## config.mk

```make
export PLATFORM = sky130hd
export DESIGN_NAME = reg_file_8x16
export DESIGN_NICKNAME = d
export VERILOG_FILES = /design/src/rtl/reg_file_8x16.sv
export SDC_FILE = /design/constraint.sdc
export NUM_CORES = 1
export LEC_CHECK = 0
export ABC_AREA = 0
export BUFFER_PORTS_ARGS = -buffer_cell sky130_fd_sc_hd__buf_2
export CORE_MARGIN = 2
export CORE_UTILIZATION = 45
export CTS_CLUSTER_SIZE = 20
export DETAILED_ROUTE_END_ITERATION = 10
export HOLD_SLACK_MARGIN = 0.1
export PLACE_DENSITY = 0.65
export REMOVE_ABC_BUFFERS = 1
export SETUP_SLACK_MARGIN = 0.15
export SLEW_MARGIN = 10
export SYNTH_ARGS = -nofsm -noshare
export SYNTH_HDL_FRONTEND = slang
export SYNTH_SLANG_ARGS = --single-unit
```

## constraint.sdc

```tcl
create_clock -name clk -period 2.96 [get_ports clk]
set_input_delay 0.592 -clock clk [delete_from_list [all_inputs] [get_ports clk]]
set_output_delay 0.592 -clock clk [all_outputs]
set_load 0.01 [all_outputs]
```

## src/rtl/reg_file_8x16.sv

```systemverilog
// reg_file_8x16: eight-entry general-purpose register file with r0 tied to
// zero, two combinational operand read ports, a debug read port that always
// shows stored contents, and a registered count of committed writes.
module reg_file_8x16 #(
   parameter int DATA_W = 16,
   parameter bit BYPASS = 1'b0
) (
   input  logic              clk,
   input  logic              rst,
   input  logic              we,
   input  logic [2:0]        wa,
   input  logic [DATA_W-1:0] wd,
   input  logic [2:0]        ra1,
   input  logic [2:0]        ra2,
   output logic [DATA_W-1:0] rd1,
   output logic [DATA_W-1:0] rd2,
   input  logic [2:0]        dbg_a,
   output logic [DATA_W-1:0] dbg_d,
   output logic [7:0]        wr_cnt
);

   // Only r1..r7 carry storage; r0 exists solely as a constant in the read view.
   logic [DATA_W-1:0] regs [1:7];
   logic [DATA_W-1:0] view [8];
   logic              commit;
   logic              hit1;
   logic              hit2;

   // A write commits only when enabled, aimed at a real register and not in reset.
   // Comparing wa only when we is high keeps an undriven wa from disturbing state.
   always_comb begin
      commit = 1'b0;
      if (we && !rst) begin
         commit = (wa != 3'd0);
      end
   end

   // Register storage: reset clears r1..r7, otherwise the addressed entry loads wd.
   always_ff @(posedge clk) begin
      if (rst) begin
         for (int i = 1; i < 8; i++) begin
            regs[i] <= '0;
         end
      end else if (commit) begin
         for (int i = 1; i < 8; i++) begin
            if (wa == 3'(i)) begin
               regs[i] <= wd;
            end
         end
      end
   end

   // Committed-write counter; wraps naturally at 8 bits.
   always_ff @(posedge clk) begin
      if (rst) begin
         wr_cnt <= 8'd0;
      end else if (commit) begin
         wr_cnt <= wr_cnt + 8'd1;
      end
   end

   // Flat eight-entry view of the file with entry 0 reading as zero.
   always_comb begin
      view[0] = '0;
      for (int i = 1; i < 8; i++) begin
         view[i] = regs[i];
      end
   end

   // Per-port forwarding match; commit already excludes address 0 and reset.
   always_comb begin
      hit1 = 1'b0;
      hit2 = 1'b0;
      if (BYPASS && commit) begin
         hit1 = (ra1 == wa);
         hit2 = (ra2 == wa);
      end
   end

   // Operand reads, optionally forwarding the in-flight write data.
   always_comb begin
      rd1 = view[ra1];
      rd2 = view[ra2];
      if (hit1) begin
         rd1 = wd;
      end
      if (hit2) begin
         rd2 = wd;
      end
   end

   // Debug read shows stored contents only, never the forwarded value.
   always_comb begin
      dbg_d = view[dbg_a];
   end

endmodule

```

==> impl_metrics.env <==
export IMPL_synth_distinct_cells=36
export IMPL_grt_total_usage_pct=25.3
export IMPL_cts_setup_buffers=0
export IMPL_nFillCells=1357
export IMPL_required_ns=2.37
export IMPL_via_per_inst=6.07
export IMPL_drt_pass1_iter_count=5
export IMPL_clkTransAtPathRegs_ns=0.05
export IMPL_ys_top_cells_by_area="edfxtp_1 (46%), mux4_2 (15%), and2_1 (9.7%)"
export IMPL_grt_busiest_layer="met2"
export IMPL_cp_end_kind="output pin"
export IMPL_fin_worst_skew_ns=0.00224
export IMPL_cts_htree_levels=4
export IMPL_total_leakage_power_nw=3.26
export IMPL_seq_area_sq_um=3520
export IMPL_use_met1_pct=35.2
export IMPL_cts_tree="built"
export IMPL_hpwlAfterDp_mm=12.7
export IMPL_power_density_nw_per_um2=545
export IMPL_start_kind="primary input"
export IMPL_worst_slew_pin_slew_ns=0.728
export IMPL_path_max_fanout=10
export IMPL_grt_max_degree=35
export IMPL_synth_ff_type="edfxtp_1"
export IMPL_final_area_sq_um=8550
export IMPL_cts_resized=0
export IMPL_place_area_sq_um=8000
export IMPL_synth_edf_count=112
export IMPL_clk_latency_ns=0.41
export IMPL_syn_inst=575
export IMPL_io_buffer_count=86
export IMPL_seq_area_frac_synth_pct=48.6
export IMPL_clock_sinks=120
export IMPL_synth_seq_cells=120
export IMPL_maxCapViolCount=0
export IMPL_dieWidth_um=131
export IMPL_arrival_ns=2.01
export IMPL_grt_pass1_vias=5508
export IMPL_cts_made_buffers=17
export IMPL_avgRoutedWirePerCell_um=23.2
export IMPL_globalRouteMet3Util_pct=4.76
export IMPL_gr_usage_met2_pct=39.9
export IMPL_nNetsFinal=690
export IMPL_drt_iter0_drc=612
export IMPL_vdd_drop_max_v=0.000395
export IMPL_gr_total_overflow=0
export IMPL_grt_pass1_wl_mm=31.4
export IMPL_mostFrequentLayoutCells="and2_1 (112), edfxtp_1 (112), buf_2 (86)"
export IMPL_yosys_warnings=0
export IMPL_fp_row_count=46
export IMPL_drt_total_wl_mm=20.5
export IMPL_finalSetupViolCount=0
export IMPL_final_min_clock_period_ns=2.60
export IMPL_fp_dieArea_sq_um=17100
export IMPL_worst_r2r_cell_count=4
export IMPL_fp_dieH_um=131
export IMPL_vias=5381
export IMPL_tns_ns=0
export IMPL_drv_slew=0
export IMPL_min_path_type="flop to flop"
export IMPL_async_reset_ff_share_pct=0
export IMPL_hold_path_depth=1
export IMPL_hold_buffers=0
export IMPL_synth_top_area_cell="edfxtp_1"
export IMPL_n_antenna_cell=0
export IMPL_cts_root_buf="clkbuf_16"
export IMPL_critPathKind="primary input to output pin"
export IMPL_status="completed"
export IMPL_cts_max_path_buffers=2
export IMPL_rsz0062_at_grt="no"
export IMPL_synthesis_area_per_instance_sq_um=12.6
export IMPL_design_power_total_mw=4.66
export IMPL_slew_headroom_pct=51.4
export IMPL_netlist_area_leader_share_pct=46.4
export IMPL_synth_area_sq_um=7250
export IMPL_core_area_sq_um=15800
export IMPL_areaGrowthSynthToFinish_pct=17.9
export IMPL_drive_gt1_share_pct=36.9
export IMPL_max_freq_mhz=384
export IMPL_final_antenna_net_count=0
export IMPL_num_io_pins=87
export IMPL_remaining_drc_errors=0
export IMPL_multi_input_area_sq_um=3400
export IMPL_initial_core_util_pct=45.8
export IMPL_fin_crit_sh_pct=87.9
export IMPL_antenna_found_initial=0
export IMPL_hold_viol_final=0
export IMPL_routabilityCongestion=0.786
-- cell type report --
cell class / count / area share, %
flip-flops and latches: 120 / 41.2
multi-input cells: 376 / 39.8
repair buffers: 112 / 8.05
clock buffers: 19 / 5.07
well taps: 216 / 3.16
inverters: 31 / 1.36
clock inverters: 12 / 1.29
-- stage by stage --
stage	util, %	hold slack [ns]	setup slack [ns]	std cells
final	54.0	0.492	0.359	886
after CTS	54.0	0.495	0.374	886
after floorplan	-	0.486	0.715	527
after global routing	54.0	0.530	0.286	886
after detailed placement	50.6	0.481	0.360	855
after global placement	50.6	0.465	0.425	855
-- state kept, by name (all words and copies together), names as in the netlist --
name / count
wr_cnt: 8
regs: 112
-- worst max-delay path, cell delays in order --
cell	delay, ns
buf_2	0.25
buf_4	0.27
mux2_2	0.35
a221oi_1	0.25
a21oi_1	0.10
buf_2	0.18
-- kinds of logic (layout without fill, tap and decap cells) --
logic type	after synthesis	in the layout	synth area share, %
AOI/OAI and AO/OA	103	103	9.36
buffers and inverters	79	174	4.42
and+or+nand+nor	171	171	14.4
adders and majority gates	1	1	0.173
DFF	120	120	48.6
muxes	101	101	23.1
-- cells in the mapped netlist (2+ instances only) --
| cell type | count |
|---|---|
| and2_1 | 112 |
| edfxtp_1 | 112 |
| mux2_2 | 48 |
| mux4_2 | 48 |
| a21oi_1 | 34 |
| inv_1 | 31 |
| a221oi_1 | 30 |
| clkbuf_1 | 27 |
| buf_2 | 19 |
| o21ai_0 | 19 |
| nand2_1 | 18 |
| a22oi_1 | 17 |
| dfxtp_1 | 8 |
| nand2b_1 | 7 |
| or2_2 | 7 |
| mux2i_1 | 5 |
| nor2_1 | 4 |
| nor2b_1 | 4 |
| nor3_2 | 4 |
| buf_1 | 2 |
| nand3_1 | 2 |
| or3_1 | 2 |
| or4_1 | 2 |
-- where the power goes --
group          switching, mW  leakage, nW  internal [mW]
Clock                  0.701        0.271           1.21
Combinational          0.382         1.85          0.329
Sequential            0.0737         1.14           1.96
-- final timing paths --
path | start | endpoint | slack (ns)
worst max-delay path | ra1[1] | rd1[5] | 0.36
worst max register to register | wr_cnt[0] | wr_cnt[6] | 1.50
worst min-delay path | wr_cnt[6] | wr_cnt[6] | 0.49
worst min register to register | wr_cnt[6] | wr_cnt[6] | 0.49
-- metal layers --
metal | share of wire, % | up-vias
li1 | - | 2354
met4 | 2.1 | 0
met3 | 7.4 | 37
met2 | 47 | 260
met1 | 43 | 2730
met5 | 0 | -
Power figures use the tool's default switching activity.
